$ cat src/rtl/codec_init_sequencer_if.sv
// Purpose : I2C register-controller request/response bundle between the codec
//           init sequencer (master) and the ADAU1761 I2C controller (slave).
// Signals : i2c_start   - one-cycle transaction request
//           i2c_rnw     - 1 = read, 0 = write
//           i2c_address - 16-bit codec register address
//           i2c_wdata   - write data
//           i2c_rdata   - read data, valid when i2c_busy falls after a read
//           i2c_busy    - high while the controller is mid-transaction
`timescale 1ns/1ps
interface codec_init_sequencer_if;
  logic        i2c_start;
  logic        i2c_rnw;
  logic [15:0] i2c_address;
  logic [7:0]  i2c_wdata;
  logic [7:0]  i2c_rdata;
  logic        i2c_busy;

  modport master (
    output i2c_start, i2c_rnw, i2c_address, i2c_wdata,
    input  i2c_rdata, i2c_busy
  );

  modport slave (
    input  i2c_start, i2c_rnw, i2c_address, i2c_wdata,
    output i2c_rdata, i2c_busy
  );
endinterface

$ cat src/rtl/codec_init_sequencer.sv
// Purpose : Drives the ADAU1761 I2C register controller after power-up. Waits
//           out the codec power-up time, then on go walks an external
//           synchronous command ROM issuing register writes, masked polls with
//           retry, and timed delays. Reports completion or a latched error.
// Ports   : clk, rst       - clock, synchronous active-high reset
//           i_go           - start/restart request (level, used in IDLE/DONE/ERROR)
//           o_init_done    - sequence completed (held until next go or rst)
//           o_init_err     - sequence aborted  (held until next go or rst)
//           o_err_code     - 00 none, 01 busy timeout, 10 poll exhausted
//           o_err_entry    - ROM index of the failing entry
//           o_rom_addr     - command ROM read address
//           i_rom_data     - {op[33:32], addr[31:16], data[15:8], mask[7:0]}, 1-cycle latency
//           i2c            - request/response bundle to the I2C controller
`timescale 1ns/1ps
module codec_init_sequencer #(
  parameter int unsigned ROM_AW         = 6,
  parameter int unsigned POWERUP_CYCLES = 1_228_800,
  parameter int unsigned DELAY_TICK     = 12_288,
  parameter logic [7:0]  POLL_MAX       = 8'd255,
  parameter logic [15:0] BUSY_TIMEOUT   = 16'hFFFF
) (
  input  logic                  clk,
  input  logic                  rst,
  input  logic                  i_go,
  output logic                  o_init_done,
  output logic                  o_init_err,
  output logic [1:0]            o_err_code,
  output logic [ROM_AW-1:0]     o_err_entry,
  output logic [ROM_AW-1:0]     o_rom_addr,
  input  logic [33:0]           i_rom_data,
  codec_init_sequencer_if.master i2c
);

  typedef enum logic [3:0] {
    S_PWRUP, S_IDLE, S_FETCH, S_DECODE, S_WAIT_HI, S_WAIT_LO,
    S_CHECK, S_RETRY, S_DELAY, S_NEXT, S_DONE, S_ERROR
  } state_e;

  typedef enum logic [1:0] {
    OP_WRITE = 2'b00, OP_POLL = 2'b01, OP_DELAY = 2'b10, OP_END = 2'b11
  } op_e;

  state_e              r_state, w_next;
  logic [33:0]         r_entry;
  logic                r_fetch_ph;   // second FETCH cycle: ROM output is valid
  logic [31:0]         r_cnt;        // power-up count and DELAY_TICK prescaler
  logic [15:0]         r_to_cnt;     // busy-edge timeout
  logic [15:0]         r_units;      // remaining delay units
  logic [7:0]          r_poll_cnt;
  logic [7:0]          r_rdata;
  logic [ROM_AW-1:0]   r_rom_addr;
  logic [ROM_AW-1:0]   r_err_entry;
  logic [1:0]          r_err_code;
  logic                r_done, r_err;
  logic                r_start, r_rnw;
  logic [15:0]         r_address;
  logic [7:0]          r_wdata;

  op_e                 w_op;
  logic                w_match;
  logic [7:0]          w_poll_inc;
  logic                w_enter;
  logic                w_go_start;

  assign w_op       = op_e'(r_entry[33:32]);
  assign w_match    = ((r_rdata ^ r_entry[15:8]) & r_entry[7:0]) == 8'd0;
  assign w_poll_inc = r_poll_cnt + 8'd1;
  assign w_enter    = (w_next != r_state);
  assign w_go_start = i_go && (r_state inside {S_IDLE, S_DONE, S_ERROR});

  assign o_init_done     = r_done;
  assign o_init_err      = r_err;
  assign o_err_code      = r_err_code;
  assign o_err_entry     = r_err_entry;
  assign o_rom_addr      = r_rom_addr;
  assign i2c.i2c_start   = r_start;
  assign i2c.i2c_rnw     = r_rnw;
  assign i2c.i2c_address = r_address;
  assign i2c.i2c_wdata   = r_wdata;

  // NOTE: state and every register below use non-blocking (<=) so all flops
  // update together at the edge; blocking here would create order-dependent races.
  always_ff @(posedge clk) begin
    if (rst) r_state <= S_PWRUP;
    else     r_state <= w_next;
  end

  // NOTE: w_next is defaulted before the case so no path leaves it unassigned,
  // which would otherwise infer a latch.
  always_comb begin
    w_next = r_state;
    unique case (r_state)
      S_PWRUP:  if (r_cnt == POWERUP_CYCLES - 1) w_next = S_IDLE;
      S_IDLE, S_DONE, S_ERROR:
                if (i_go) w_next = S_FETCH;
      S_FETCH:  if (r_fetch_ph) w_next = S_DECODE;
      S_DECODE: begin
        unique case (w_op)
          // Holding off while busy guarantees start is never raised mid-transaction.
          OP_WRITE, OP_POLL: if (!i2c.i2c_busy) w_next = S_WAIT_HI;
          OP_DELAY:          w_next = S_DELAY;
          OP_END:            w_next = S_DONE;
        endcase
      end
      S_WAIT_HI: begin
        if (i2c.i2c_busy)                           w_next = S_WAIT_LO;
        else if (r_to_cnt == BUSY_TIMEOUT - 16'd1)  w_next = S_ERROR;
      end
      S_WAIT_LO: begin
        if (!i2c.i2c_busy)                          w_next = S_CHECK;
        else if (r_to_cnt == BUSY_TIMEOUT - 16'd1)  w_next = S_ERROR;
      end
      S_CHECK: begin
        if (w_op != OP_POLL || w_match) w_next = S_NEXT;
        else if (w_poll_inc == POLL_MAX) w_next = S_ERROR;
        else                             w_next = S_RETRY;
      end
      S_RETRY:  if (r_cnt == DELAY_TICK - 1) w_next = S_DECODE;
      S_DELAY:  if (r_units == 16'd0) w_next = S_NEXT;
      S_NEXT:   w_next = (&r_rom_addr) ? S_DONE : S_FETCH;
      default:  w_next = S_PWRUP;
    endcase
  end

  always_ff @(posedge clk) begin
    if (rst) begin
      r_entry     <= '0;
      r_fetch_ph  <= 1'b0;
      r_cnt       <= '0;
      r_to_cnt    <= '0;
      r_units     <= '0;
      r_poll_cnt  <= '0;
      r_rdata     <= '0;
      r_rom_addr  <= '0;
      r_err_entry <= '0;
      r_err_code  <= '0;
      r_done      <= 1'b0;
      r_err       <= 1'b0;
      r_start     <= 1'b0;
      r_rnw       <= 1'b0;
      r_address   <= '0;
      r_wdata     <= '0;
    end else begin
      r_start    <= 1'b0;
      r_to_cnt   <= w_enter ? 16'd0 : r_to_cnt + 16'd1;
      // Prescaler restarts on every state entry and on each completed delay unit.
      if (w_enter || (r_state == S_DELAY && r_cnt == DELAY_TICK - 1)) r_cnt <= '0;
      else                                                             r_cnt <= r_cnt + 32'd1;

      r_fetch_ph <= (r_state == S_FETCH) && !r_fetch_ph;
      if (r_state == S_FETCH && r_fetch_ph) r_entry <= i_rom_data;

      if (w_go_start) begin
        r_rom_addr  <= '0;
        r_poll_cnt  <= '0;
        r_done      <= 1'b0;
        r_err       <= 1'b0;
        r_err_code  <= 2'b00;
        r_err_entry <= '0;
      end

      if (r_state == S_DECODE) begin
        if (w_next == S_WAIT_HI) begin
          r_start   <= 1'b1;
          r_rnw     <= (w_op == OP_POLL);
          r_address <= r_entry[31:16];
          r_wdata   <= r_entry[15:8];
        end
        if (w_op == OP_DELAY) r_units <= r_entry[15:0];
      end

      if (r_state == S_DELAY && r_cnt == DELAY_TICK - 1 && r_units != 16'd0)
        r_units <= r_units - 16'd1;

      if (r_state == S_WAIT_LO && !i2c.i2c_busy) r_rdata <= i2c.i2c_rdata;

      if (r_state == S_CHECK && w_op == OP_POLL && !w_match) r_poll_cnt <= w_poll_inc;

      if (r_state == S_NEXT && w_next == S_FETCH) begin
        r_rom_addr <= r_rom_addr + ROM_AW'(1);
        r_poll_cnt <= '0;
      end

      if (w_enter && w_next == S_DONE) r_done <= 1'b1;

      if (w_enter && w_next == S_ERROR) begin
        r_err       <= 1'b1;
        r_err_code  <= (r_state == S_CHECK) ? 2'b10 : 2'b01;
        r_err_entry <= r_rom_addr;
      end
    end
  end

endmodule

$ cat src/flat_wrapper.sv
// flat-port wrapper written by rule: the top's interface ports become plain ports
module codec_init_sequencer_flat 
#(
  parameter int unsigned ROM_AW         = 6,
  parameter int unsigned POWERUP_CYCLES = 1_228_800,
  parameter int unsigned DELAY_TICK     = 12_288,
  parameter logic [7:0]  POLL_MAX       = 8'd255,
  parameter logic [15:0] BUSY_TIMEOUT   = 16'hFFFF
)
  (clk, rst, i_go, o_init_done, o_init_err, o_err_code, o_err_entry, o_rom_addr, i_rom_data, i2c_i2c_start, i2c_i2c_rnw, i2c_i2c_address, i2c_i2c_wdata, i2c_i2c_rdata, i2c_i2c_busy);
  codec_init_sequencer_if i2c_i ();
  input  logic clk;
  input  logic rst;
  input  logic i_go;
  output logic o_init_done;
  output logic o_init_err;
  output logic [1:0] o_err_code;
  output logic [ROM_AW-1:0] o_err_entry;
  output logic [ROM_AW-1:0] o_rom_addr;
  input  logic [33:0] i_rom_data;
  output wire logic [$bits(i2c_i.i2c_start)-1:0] i2c_i2c_start;
  output wire logic [$bits(i2c_i.i2c_rnw)-1:0] i2c_i2c_rnw;
  output wire logic [$bits(i2c_i.i2c_address)-1:0] i2c_i2c_address;
  output wire logic [$bits(i2c_i.i2c_wdata)-1:0] i2c_i2c_wdata;
  input wire logic [$bits(i2c_i.i2c_rdata)-1:0] i2c_i2c_rdata;
  input wire logic [$bits(i2c_i.i2c_busy)-1:0] i2c_i2c_busy;
  assign i2c_i2c_start = i2c_i.i2c_start;
  assign i2c_i2c_rnw = i2c_i.i2c_rnw;
  assign i2c_i2c_address = i2c_i.i2c_address;
  assign i2c_i2c_wdata = i2c_i.i2c_wdata;
  assign i2c_i.i2c_rdata = i2c_i2c_rdata;
  assign i2c_i.i2c_busy = i2c_i2c_busy;
  codec_init_sequencer #(.ROM_AW(ROM_AW), .POWERUP_CYCLES(POWERUP_CYCLES), .DELAY_TICK(DELAY_TICK), .POLL_MAX(POLL_MAX), .BUSY_TIMEOUT(BUSY_TIMEOUT)) u_core (.clk(clk), .rst(rst), .i_go(i_go), .o_init_done(o_init_done), .o_init_err(o_init_err), .o_err_code(o_err_code), .o_err_entry(o_err_entry), .o_rom_addr(o_rom_addr), .i_rom_data(i_rom_data), .i2c(i2c_i));
endmodule
$ cat config.mk
export PLATFORM = sky130hd
export DESIGN_NAME = codec_init_sequencer_flat
export DESIGN_NICKNAME = d
export VERILOG_FILES = /design/src/rtl/codec_init_sequencer_if.sv /design/src/rtl/codec_init_sequencer.sv /design/src/flat_wrapper.sv
export SDC_FILE = /design/constraint.sdc
export NUM_CORES = 1
export LEC_CHECK = 0
export CORE_MARGIN = 8
export CORE_UTILIZATION = 30
export CTS_CLUSTER_SIZE = 25
export DETAILED_ROUTE_END_ITERATION = 8
export PLACE_DENSITY_LB_ADDON = 0.05
export SYNTH_ARGS = -nofsm -noshare
export SYNTH_HDL_FRONTEND = slang
export SYNTH_SLANG_ARGS = --single-unit
$ cat constraint.sdc
create_clock -name clk -period 5.5 [get_ports clk]
set_input_delay 1.1 -clock clk [delete_from_list [all_inputs] [get_ports clk]]
set_output_delay 1.1 -clock clk [all_outputs]
set_load 0.02 [all_outputs]
== After elaboration in Yosys (flattened, before gate mapping) ==
Index checks and enable logic that the tools add are counted.
Storage, ports and cells
  register bits after elaboration: 161
  bits in latches: 0
  RAM bits: 0
  memory bits (read-only): 0
  input bits: 46
  output and inout bits: 42
  logic and storage cells: 115
  memories kept: 0
Operators by class
  add/sub/neg operators: 5
  $mul: 0
  divide/modulo/power cells: 0
  magnitude comparators: 0
  eq/ne operators: 24
  shifts and indexed selects: 0
  mux-type cells: 29
  bitwise logic cells: 3
  reductions and logical operators: 37
Operators by type and width (number)
  $mux 16: 3
  $mux 4: 12
  $pmux 4 s10: 1
  $add 32x1->32 const B: 1
  $eq 32x14->1 const B: 1
  $eq 32x21->1 const B: 1
  $eq 4x4->1 const B: 6
  $eq 4x3->1 const B: 5
  $mux 6: 3
  $add 16x1->16 const B: 1
  $eq 16x16->1 const B: 1
  $logic_not 16->1: 1
  $mux 8: 2
  $reduce_bool 16->1: 1
  $sub 16x1->16 const B: 1
  $eq 4x2->1 const B: 3
  $pmux 4 s3: 1
  $reduce_bool 2->1: 6
  $logic_and 1x1->1: 11
  $reduce_or 2->1: 5
  $add 8x1->8 const B: 1
  $and 8x8->8: 1
  $eq 8x8->1 const B: 1
  $logic_not 8->1: 1
  18 further kinds: 28

== Longest topological paths before layout ==
Gate-level depths: netlist (run 1).
  depth in word-level cells: 9
  depth in mapped cells: 13
  mapped depth without buffers: 10

== Worst setup path before layout (run 1) ==
OpenSTA, ideal clock, no wires.
  kind: input to register
  start point: input port i2c_i2c_busy
  end point: register u_core.r_err_code[0] (netlist: u_core.o_err_code[0])
  setup time: 0.116 ns
  data arrival time: 2.848 ns
  required time: 5.384 ns
  path slack: 2.535 ns
  stages: 9
  buffers on the path: 2
  cells stage by stage: and2b_2 -> or2_2 -> o21ai_1 -> a21oi_2 -> or3_1 -> buf_2 -> or2_1 -> buf_6 -> a41o_1
Between the ends
  longest elaborated chain between the ends: 6
  elaborated cells on any way between the ends: 10
  classes of those cells: eq/ne: 2; mux: 6; reduce/logical: 2
Ends and longest elaborated chain
  start: declaration: RTL line flat_wrapper.sv:26  | input wire logic [$bits(i2c_i.i2c_busy)-1:0] i2c_i2c_busy;
  $mux 4: RTL line codec_init_sequencer.sv:100  | OP_WRITE, OP_POLL: if (!i2c.i2c_busy) w_next = S_WAIT_HI;
  $pmux 4 s3: RTL line codec_init_sequencer.sv:98  | unique case (w_op)
  $pmux 4 s10 (*): RTL line codec_init_sequencer.sv:92  | unique case (r_state)
  $ne 4x4->1 or $eq 4x4->1 (tied branches): RTL line codec_init_sequencer.sv:68, codec_init_sequencer.sv:186
  $logic_and 1x1->1 (*): RTL line codec_init_sequencer.sv:186  | if (w_enter && w_next == S_ERROR) begin
  $mux 2 or $reduce_bool 2->1 (tied branches)
  end signal: assignment: RTL line codec_init_sequencer.sv:188  | r_err_code <= (r_state == S_CHECK) ? 2'b10 : 2'b01;
  end: declaration: RTL line codec_init_sequencer.sv:53  | logic [1:0] r_err_code;
Mark *: on every way between the ends. The rest lies on a longest branch, timed or not.
A chain may end at the register's enable or synchronous reset.

== Worst setup path after layout (run 1) ==
  start point: register u_core.r_state[1]
  end point: register u_core.r_to_cnt[3]
Between the ends
  longest elaborated chain between the ends: 5
  elaborated cells on any way between the ends: 26
  classes of those cells: eq/ne: 12; mux: 11; reduce/logical: 3
Ends and longest elaborated chain
  start: declaration: RTL line codec_init_sequencer.sv:43  | state_e r_state, w_next;
  start signal: assignment: RTL line codec_init_sequencer.sv:85  | else r_state <= w_next;
  $eq 4x4->1, or another cell as far along: RTL line codec_init_sequencer.sv:92
  $reduce_or 3->1, or another cell as far along: RTL line codec_init_sequencer.sv:92
  $pmux 4 s10: RTL line codec_init_sequencer.sv:92
  $ne 4x4->1 (*): RTL line codec_init_sequencer.sv:68  | assign w_enter = (w_next != r_state);
  $reduce_or 2->1 (no line) (*)
  end signal: assignment: RTL line codec_init_sequencer.sv:145  | r_to_cnt <= w_enter ? 16'd0 : r_to_cnt + 16'd1;
  end: declaration: RTL line codec_init_sequencer.sv:47  | logic [15:0] r_to_cnt;
Marked as above.

==> metrics.md, run 1 <==
| Metric | Value |
|---|---|
| Top FF cell, synth | `dfxtp_1` |
| Drt drc | `0` |
| Post-synth EDFFs | `0` |
| Syn Inst Count | `888` |
| Cell taking the most area after synthesis | `dfxtp_1` |
| Crit end category | `flop` |
| Slew @ Worst Pin | `1100 ps` |
| Die width | `171 um` |
| Post-placement worst setup slack | `1730 ps` |
| Initial core utilization | `0.306` |
| Tcrit/Tclk final | `0.635` |
| Vias per cell | `4.75` |
| Largest net degree at the start of global routing | `96` |
| Hold_buf cts | `0` |
| Fmax | `286 MHz` |
| Worst reg2reg path depth | `8` |
| Final worst slack | `2010 ps` |
| Critical path class | `flop to flop` |
| Pwr dens | `271 nW/um^2` |
| Reg clk slew, reported paths | `60 ps` |
| Row count | `56` |
| Layout filler cell count | `2534` |
| Synth Warn # | `0` |
| RSZ-0062 raised after global routing | `false` |
| Largest cells by area after synthesis | `dfxtp_1, nand2_1, a21oi_1` |
| Antenna Nets Post-Route | `0` |
| Ports | `88` |
| Drt total wl | `19100 um` |
| Share of the synthesized area in the top cell type | `0.447` |
| Register area share after synthesis | `0.447` |
| Mapped Nets | `941` |
| Layout Cells excl Fill | `1284` |
| Worst path cell trace | `nor2b_1 > nand2_1 > nor2_1 > nand3_1 > o211a_1 > a221oi_4 > nand2_1 > nor2_1` |
| Worst EP required | `5850 ps` |
| CTS buffer count | `17` |
| Routed len/inst | `14.8 um` |
| Maximum VDD drop | `0.000130 V` |
| Final clock skew | `13.2 ps` |
| Slew margin rel. | `0.264` |
| Worst Path Arrival | `3840 ps` |
| Final min period | `3490 ps` |
| First-pass GRT wire length | `31600 um` |
| Hold Vio Cnt, Final | `0` |
| Core Region | `23500 um^2` |
| Clock Tree Buf Depth | `2` |
| Final #Nets | `1005` |
| Number of global-route vias before repair | `6011` |
| Min-Delay Path Depth | `1` |
| Total iterations of the first detailed-routing run | `4` |
| Clock root buffer | `clkbuf_16` |
| Cell Count Post-Placement | `1252` |
| Synth unique cells | `73` |
| Post_cts resized | `0` |
| Max-cap violations | `0` |
| Lkg Pwr | `0.00307 uW` |
| Die area | `29300 um^2` |
| Die Ht | `171 um` |
| Clock latency on the worst-skew pair | `430 ps` |
| Syn_area_per_cell | `8.12 um^2` |
| Final setup fails | `0` |
| # Post-CTS Setup Buffers | `0` |
| Number of port buffers | `87` |
| N_diodes | `0` |
| Gr usage total | `0.134` |
| Gpl congestion | `0.816` |
| Share of post-route cells with drive strength above 1 | `0.0694` |
| CP Max Fanout | `17` |
| Initial detailed-routing violation count | `297` |
| Antenna violations before repair | `0` |
| #FFs+latches synth | `161` |
| Sink Count | `161` |
| Status | `complete, no violations` |
| Hold Path Class | `flop to flop` |
| CP Launch Type | `flop` |
| Max Slew Vio Count | `0` |
| Global route overflow | `0` |
| Slowest stage cell, crit path | `a221oi_4` |
| TritonCTS clock tree | `built` |
| Synthesized area | `7210 um^2` |
| Slowest Stage Delay on Critical Path | `500 ps` |
| Vias | `6093` |
| Async S/R FF share, synth | `0` |
| Reg2Reg Setup Slack | `2010 ps` |
| Area grow syn2layout | `22.6%` |
| Total negative slack | `0 ps` |
| Post-detail-place hpwl | `13400 um` |
| H-tree lvl count | `4` |
critical path, delay by kind of cell, from the launching register on:
kind	cells	cell delay, ps
and+or+nand+nor	6	2010
AOI/OAI and AO/OA	2	940
DFF	1	460
registers in the layout, indices dropped and copies added, names as in the netlist:
register                cells
u_core.r_entry             34
u_core.r_cnt               32
u_core.i2c.i2c_address     16
u_core.r_to_cnt            16
u_core.r_units             16
u_core.i2c.i2c_wdata        8
u_core.r_poll_cnt           8
u_core.r_rdata              8
u_core.o_err_entry          6
u_core.o_rom_addr           6
u_core.r_state              4
u_core.o_err_code           2
u_core.i2c.i2c_rnw          1
u_core.i2c.i2c_start        1
u_core.o_init_done          1
u_core.o_init_err           1
u_core.r_fetch_ph           1
synth_stat cells, types with 4 or more instances:
master     count
clkbuf_8       4
a22oi_1        5
or3_1          8
nand3_1       36
buf_2          4
dfxtp_1      161
nor3_1        17
nand4_1       13
nand3b_1       4
nand2_1      163
ha_1           7
nand2b_1       5
nor2b_1       12
clkbuf_1      33
a31oi_1        4
inv_1         15
and3_1         9
o2111ai_1      6
xor2_1        36
nor4_1         8
or2_2          4
o21ai_1        7
a21oi_1       95
o21ai_0       27
nor2_1       106
xnor2_1       17
mux2i_1        8
and3_2         4
power breakdown:
group / total, uW / internal [uW] / switching [uW]
clock network: 1160 / 638 / 519
logic: 65.9 / 34.4 / 31.5
registers: 1170 / 1170 / 3.46
total: 2400 / 1840 / 554
metrics by stage:
| step | power (uW) | util | hold slack (ps) | instance area, um^2 |
|---|---|---|---|---|
| after global placement | 1270 | 0.351 | 432 | 8270 |
| final | 2400 | 0.376 | 448 | 8840 |
| after CTS | 2440 | 0.376 | 451 | 8840 |
| after detailed placement | 1270 | 0.351 | 443 | 8270 |
| after global routing | 2500 | 0.376 | 465 | 8840 |
| after floorplan | 1230 | - | 418 | 7210 |
final timing paths:
check	start	end
worst max register to register	u_core.r_state[1]	u_core.r_to_cnt[3]
worst min register to register	u_core.r_cnt[0]	u_core.r_cnt[0]
worst max-delay path	u_core.r_state[1]	u_core.r_to_cnt[3]
worst min-delay path	u_core.r_cnt[0]	u_core.r_cnt[0]
metal layers:
| metal | GRT usage | share of wire | routed length, um | up-vias |
|---|---|---|---|---|
| li1 | - | - | - | 3188 |
| met1 | 0.173 | 0.49 | 9440 | 2811 |
| met2 | 0.220 | 0.46 | 8810 | 74 |
| met3 | 0.0272 | 0.029 | 556 | 20 |
| met4 | 0.0435 | 0.014 | 267 | 0 |
| met5 | 0 | 0 | 0 | - |
placed cells by master, fill, tap and decap left out, types with 15 or more instances in the layout:
cell	n
nand2_1	163
xnor2_1	17
o21ai_0	27
a21oi_1	95
xor2_1	36
clkdlybuf4s50_1	86
dfxtp_1	161
nor2_1	106
nand3_1	36
clkbuf_16	17
nor3_1	17
inv_1	15
kinds of logic after synthesis:
kind of cell | count (synthesis) | synth area share
simple gates | 422 | 0.276
compound gates | 174 | 0.146
flops | 161 | 0.447
buf+inv | 62 | 0.0425
xor+xnor | 53 | 0.0644
mux | 9 | 0.0127
fa+ha+maj | 7 | 0.0121
cell type report:
class / count / area [um^2] / area share
Inverter: 15 / 56.3 / 0.00637
Tap cell: 319 / 399 / 0.0451
Multi-Input combinational cell: 665 / 3680 / 0.417
Sequential cell: 161 / 3220 / 0.365
Clock buffer: 18 / 429 / 0.0485
Timing Repair Buffer: 92 / 906 / 0.102
Clock inverter: 14 / 145 / 0.0164
Note: power is estimated with default switching activity, not from simulation.
==> run 2, diff against run 1 <==
- clock period: 5.5 -> 3.2 ns (I/O delays scaled with it)
==> run 2 against run 1 <==
  * Largest power group is now the clock network
  * Critical endpoint is now u_core.r_units[7]
  * Via count is 2.3% higher
  * Sequential share of layout area is 0.48 points lower
  * Largest cell class unchanged
  * Worst hold slack better by 4.6 ps
  * Wire length is 1.3% higher
  * Total power is 75% higher
  * Utilization is 0.50 points higher
  * Fmax is 19% higher
==> metrics.md, run 2 (synthesized netlist as in run 1, its figures left out) <==
| Metric | Value |
|---|---|
| TritonCTS clock tree | `built (unchanged)` |
| Storage cell area | `3220 um^2 (unchanged)` |
| Most common cell after layout, fill and taps aside | `nand2_1 (unchanged)` |
| Final #Nets | `1018 (was 1005)` |
| Clock latency on the worst-skew pair | `420 ps (was 430 ps)` |
| Max reg flops | `34 (unchanged)` |
| Initial detailed-routing violation count | `331 (was 297)` |
| Crit end category | `flop (unchanged)` |
| Drt total wl | `19300 um (was 19100 um)` |
| # Post-CTS Setup Buffers | `0 (unchanged)` |
| Number of port buffers | `87 (unchanged)` |
| Maximum VDD drop | `0.000323 V (was 0.000130 V)` |
| Hold Path Class | `flop to flop (unchanged)` |
| Pwr dens | `468 nW/um^2 (was 271 nW/um^2)` |
| Die area | `29300 um^2 (unchanged)` |
| Slowest Stage Delay on Critical Path | `620 ps (was 500 ps)` |
| Post_cts resized | `0 (unchanged)` |
| Routed len/inst | `14.9 um (was 14.8 um)` |
| Slowest stage cell, crit path | `or3b_2 (was a221oi_4)` |
| Status | `complete, no violations (unchanged)` |
| Cell Count Post-Placement | `1265 (was 1252)` |
| Die width | `171 um (unchanged)` |
| Hold Vio Cnt, Final | `0 (unchanged)` |
| Total negative slack | `0 ps (unchanged)` |
| Vias per cell | `4.80 (was 4.75)` |
| CP bufs+invs | `0 (unchanged)` |
| Die Ht | `171 um (unchanged)` |
| Share of post-route cells with drive strength above 1 | `0.0818 (was 0.0694)` |
| Antenna Nets Post-Route | `0 (unchanged)` |
| Final min period | `2920 ps (was 3490 ps)` |
| Fmax | `342 MHz (was 286 MHz)` |
| Biggest regs | `u_core.r_entry x34, u_core.r_cnt x32 (unchanged)` |
| Worst path cell trace | `ha_1 > nand2_1 > nor4_2 > nand4_1 > or3b_2 > nand4b_1 > or2_2 > a2bb2oi_1 > a21oi_1 (was nor2b_1 > nand2_1 > nor2_1 > nand3_1 > o211a_1 > a221oi_4 > nand2_1 > nor2_1)` |
| Worst EP required | `3540 ps (was 5850 ps)` |
| First-pass GRT wire length | `31800 um (was 31600 um)` |
| Total iterations of the first detailed-routing run | `4 (unchanged)` |
| Lkg Pwr | `0.00313 uW (was 0.00307 uW)` |
| Worst Path Arrival | `3270 ps (was 3840 ps)` |
| Clock Tree Buf Depth | `2 (unchanged)` |
| Max-cap violations | `0 (unchanged)` |
| Critical path class | `flop to flop (unchanged)` |
| Layout Cells excl Fill | `1297 (was 1284)` |
| Largest register by flop count | `u_core.r_entry (unchanged)` |
| Largest net degree at the start of global routing | `84 (was 96)` |
| N_diodes | `0 (unchanged)` |
| Gpl congestion | `0.786 (was 0.816)` |
| Multi-input logic area | `3680 um^2 (unchanged)` |
| Tcrit/Tclk final | `0.914 (was 0.635)` |
| Ports | `88 (unchanged)` |
| CTS buffer count | `17 (unchanged)` |
| Layout filler cell count | `2547 (was 2534)` |
| Sink Count | `161 (unchanged)` |
| Core Region | `23500 um^2 (unchanged)` |
| Slew @ Worst Pin | `923 ps (was 1100 ps)` |
| Vias | `6232 (was 6093)` |
| Clock root buffer | `clkbuf_16 (unchanged)` |
| Global route overflow | `0 (unchanged)` |
| Post-detail-place hpwl | `13500 um (was 13400 um)` |
| Hold_buf cts | `0 (unchanged)` |
| Max Slew Vio Count | `0 (unchanged)` |
| Most frequent cells in the layout | `nand2_1, dfxtp_1, nor2_1 (unchanged)` |
| Final hold slack | `452 ps (was 448 ps)` |
| Drt drc | `0 (unchanged)` |
| Area grow syn2layout | `24.2% (was 22.6%)` |
| Final clock skew | `11.6 ps (was 13.2 ps)` |
| RSZ-0062 raised after global routing | `false (unchanged)` |
| CP Launch Type | `flop (unchanged)` |
| Initial core utilization | `0.306 (unchanged)` |
| Row count | `56 (unchanged)` |
| Slew margin rel. | `0.385 (was 0.264)` |
| Number of global-route vias before repair | `6122 (was 6011)` |
| CP Max Fanout | `8 (was 17)` |
| H-tree lvl count | `4 (unchanged)` |
| Final setup fails | `0 (unchanged)` |
| Critical path's top delay family | `simple AND/OR/NAND/NOR gates (unchanged)` |
| Reg clk slew, reported paths | `70 ps (was 60 ps)` |
| Gr usage total | `0.134 (about the same)` |
| Antenna violations before repair | `0 (unchanged)` |
[run 2: per-stage QoR]
step | setup slack (ps) | util | area [um^2] | power, uW
floorplan | 404 | - | 7210 | 2110
global placement | 218 | 0.355 | 8370 | 2180
detailed placement | 202 | 0.355 | 8370 | 2180
CTS | 266 | 0.381 | 8960 | 4270
global route | 0.743 | 0.381 | 8960 | 4360
finish | 276 | 0.381 | 8960 | 4190
[run 2: final cells by class]
class | count | share of cell area
clock buffers | 19 | 0.0494
clock inverters | 13 | 0.0170
inverters | 15 | 0.00628
multi-input cells | 665 | 0.411
flip-flops and latches | 161 | 0.360
well taps | 319 | 0.0445
repair buffers | 105 | 0.112
[run 2: worst register-to-register path, cell delays in order (launching register included)]
cell and delay [ps]:
dfxtp_1 350, ha_1 210, nand2_1 140, nor4_2 400, nand4_1 230, or3b_2 620
nand4b_1 280, or2_2 340, a2bb2oi_1 140, a21oi_1 130
[run 2: routing by layer]
layer	track usage	share of wire
met1	0.171	0.48
met2	0.221	0.47
met3	0.0360	0.040
met4	0.0333	0.0093
met5	0	0
[run 2: worst paths after layout]
check,start,to,slack (ps),depth (start not counted)
hold / removal,u_core.r_entry[24],u_core.i2c.i2c_address[8],450,2
setup reg to reg,u_core.r_cnt[0],u_core.r_units[7],280,9
setup / recovery,u_core.r_cnt[0],u_core.r_units[7],280,9
hold reg to reg,u_core.r_entry[24],u_core.i2c.i2c_address[8],450,2
[run 2: where the power goes]
part	internal, uW	total (uW)	switching (uW)	leakage (uW)
logic	59.8	114	53.8	0.00156
registers	2010	2020	5.93	0.00130
clock network	1190	2060	876	0.000281
==> run 3, diff against run 2 <==
- CTS_BUF_LIST: not set -> sky130_fd_sc_hd__clkbuf_8
- SKIP_CTS_REPAIR_TIMING: not set -> 1
==> run 3 against run 2 <==
  * Via count about the same
  * Worst hold slack improved by 2.2 ps
  * Clock skew increased by 5.0 ps
  * Clock power decreased by 25%
  * Die area unchanged
  * Fmax increased by 2.1%
  * Count of clock-buffer cells in the layout decreased by 1
  * Total power decreased by 12%
  * Non-clock buffer count unchanged
  * Wire length about the same
  * Largest power group is now sequential cells
==> metrics.md, run 3 (synthesized netlist as in run 1, its figures left out) <==
| Metric | Value |
|---|---|
| Slew @ Worst Pin | `921 ps (was 923 ps)` |
| Slew margin rel. | `0.386 (was 0.385)` |
| CTS buffer count | `17 (unchanged)` |
| Number of port buffers | `87 (unchanged)` |
| Final min period | `2860 ps (was 2920 ps)` |
| Max reg flops | `34 (unchanged)` |
| Status | `complete, no violations (unchanged)` |
| Biggest regs | `u_core.r_entry x34, u_core.r_cnt x32 (unchanged)` |
| Clock Tree Buf Depth | `2 (unchanged)` |
| Max Slew Vio Count | `0 (unchanged)` |
| Vias | `6229 (was 6232)` |
| Share of post-route cells with drive strength above 1 | `0.0818 (unchanged)` |
| Clock latency on the worst-skew pair | `460 ps (was 420 ps)` |
| Sink Count | `161 (unchanged)` |
| Sequential power share | `0.549 (was 0.481)` |
| Initial core utilization | `0.306 (unchanged)` |
| Layout Cells excl Fill | `1297 (unchanged)` |
| Reg clk slew, reported paths | `90 ps (was 70 ps)` |
| Area grow syn2layout | `21.6% (was 24.2%)` |
| Max-cap violations | `0 (unchanged)` |
| Final setup fails | `0 (unchanged)` |
| Global route overflow | `0 (unchanged)` |
| Tcrit/Tclk final | `0.895 (was 0.914)` |
| Clock root buffer | `clkbuf_8 (was clkbuf_16)` |
| Crit end category | `flop (unchanged)` |
| TritonCTS clock tree | `built (unchanged)` |
| Row count | `56 (unchanged)` |
| First-pass GRT wire length | `31700 um (was 31800 um)` |
| Worst EP required | `3590 ps (was 3540 ps)` |
| Maximum VDD drop | `0.000236 V (was 0.000323 V)` |
| Most common cell after layout, fill and taps aside | `nand2_1 (unchanged)` |
| Most frequent cells in the layout | `nand2_1, dfxtp_1, nor2_1 (unchanged)` |
| CP Max Fanout | `6 (was 8)` |
| Final clock skew | `16.6 ps (was 11.6 ps)` |
| Slowest Stage Delay on Critical Path | `370 ps (was 620 ps)` |
| Largest register by flop count | `u_core.r_entry (unchanged)` |
| NetSw | `877 uW (was 936 uW)` |
| Number of global-route vias before repair | `6126 (was 6122)` |
| Die area | `29300 um^2 (unchanged)` |
| Critical path class | `flop to flop (unchanged)` |
| Hold Path Class | `flop to flop (unchanged)` |
| N_diodes | `0 (unchanged)` |
| CP bufs+invs | `2 (was 0)` |
| Gpl congestion | `0.786 (unchanged)` |
| Most frequent CP cell | `or2_1` |
| Die width | `171 um (unchanged)` |
| Cell Count Post-Placement | `1265 (unchanged)` |
| Total iterations of the first detailed-routing run | `4 (unchanged)` |
| Gr usage total | `0.135 (was 0.134)` |
| Largest net degree at the start of global routing | `84 (unchanged)` |
| RSZ-0062 raised after global routing | `false (unchanged)` |
| Hold Vio Cnt, Final | `0 (unchanged)` |
| Lkg Pwr | `0.00305 uW (was 0.00313 uW)` |
| Reg2Reg Setup Slack | `340 ps (was 280 ps)` |
| Antenna violations before repair | `0 (unchanged)` |
| Clk network pwr share | `0.420 (was 0.492)` |
| Ports | `88 (unchanged)` |
| Int Pwr | `2790 uW (was 3260 uW)` |
| Pwr dens | `418 nW/um^2 (was 468 nW/um^2)` |
| Die Ht | `171 um (unchanged)` |
| Worst Path Arrival | `3250 ps (was 3270 ps)` |
| Post-Route Utilization | `0.373 (was 0.381)` |
| Post-detail-place hpwl | `13500 um (unchanged)` |
| Fmax | `349 MHz (was 342 MHz)` |
| Slowest stage cell, crit path | `or3b_1 (was or3b_2)` |
| Drt drc | `0 (unchanged)` |
| Routed len/inst | `14.9 um (about the same)` |
| Antenna Nets Post-Route | `0 (unchanged)` |
| Total negative slack | `0 ps (unchanged)` |
| H-tree lvl count | `4 (unchanged)` |
| Drt total wl | `19300 um (about the same)` |
| Final #Nets | `1018 (unchanged)` |
| Combinational fraction of design power | `0.031 (was 0.027)` |
| Vias per cell | `4.80 (about the same)` |
| Worst path cell trace | `inv_1 > ha_1 > or3b_1 > or2_1 > nor3_2 > a32oi_1 > o211a_1 > or3_1 > or2_1 > buf_4 > o21ai_1 (was ha_1 > nand2_1 > nor4_2 > nand4_1 > or3b_2 > nand4b_1 > or2_2 > a2bb2oi_1 > a21oi_1)` |
| Core Region | `23500 um^2 (unchanged)` |
| Switching part of the total | `0.239 (was 0.223)` |
| Critical path's top delay family | `simple AND/OR/NAND/NOR gates (unchanged)` |
| CP Launch Type | `flop (unchanged)` |
| Initial detailed-routing violation count | `341 (was 331)` |
-- run 3: changes by cell type in the layout (fill, tap and decap cells not counted) --
cell,delta
clkbuf_1,-1
clkbuf_16,-17
clkbuf_8,+17
inv_1,+1
or3b_2,-1
or3b_4,+1
-- run 3: worst register-to-register path: cells and delay by family (launching register included) --
kind,cells,cell delay [ps]
AND/OR/NAND/NOR,5,1510
AO/OA/AOI/OAI,3,490
flip-flops,1,340
buffers and inverters,2,270
adder cells (fa/ha/maj),1,200
-- run 3: area by class of cell --
cell class | instances | area [um^2]
fillers | 2561 | 14800
multi-input cells | 665 | 3690
flip-flops and latches | 161 | 3220
repair buffers | 105 | 1000
well taps | 319 | 399
clock buffers | 18 | 248
clock inverters | 14 | 156
inverters | 15 | 56.3
-- run 3: power by group through the flow --
stage / sequential [uW] / combinational [uW] / clock [uW]
6_report: 2010 / 114 / 1540
5_1_grt: 2020 / 126 / 1690
4_1_cts: 2010 / 117 / 1610
2_1_floorplan: 2060 / 46.3 / 0
3_3_place_gp: 2060 / 117 / 0
3_5_place_dp: 2060 / 116 / 0
-- run 3: stage by stage --
stage / hold WS (ps) / cell area [um^2] / setup slack, ps / power, uW
finish: 454 / 8770 / 337 / 3670
global route: 466 / 8770 / 130 / 3840
floorplan: 418 / 7210 / 404 / 2110
detailed placement: 445 / 8370 / 202 / 2180
CTS: 455 / 8770 / 260 / 3750
global placement: 431 / 8370 / 218 / 2180
-- run 3: worst paths after layout --
kind | start | endpoint | depth (start not counted)
worst max register to register | u_core.r_units[0] | u_core.o_err_entry[0] | 11
worst max-delay path | u_core.r_units[0] | u_core.o_err_entry[0] | 11
worst min-delay path | u_core.r_entry[17] | u_core.i2c.i2c_address[1] | 2
worst min register to register | u_core.r_entry[17] | u_core.i2c.i2c_address[1] | 2
-- run 3: metal layers --
| metal | routed length [um] | track usage | up-vias |
|---|---|---|---|
| met5 | 0 | 0 | - |
| met4 | 158 | 0.0439 | 0 |
| met1 | 9330 | 0.172 | 2935 |
| met2 | 9200 | 0.221 | 72 |
| li1 | - | - | 3211 |
| met3 | 636 | 0.0307 | 11 |
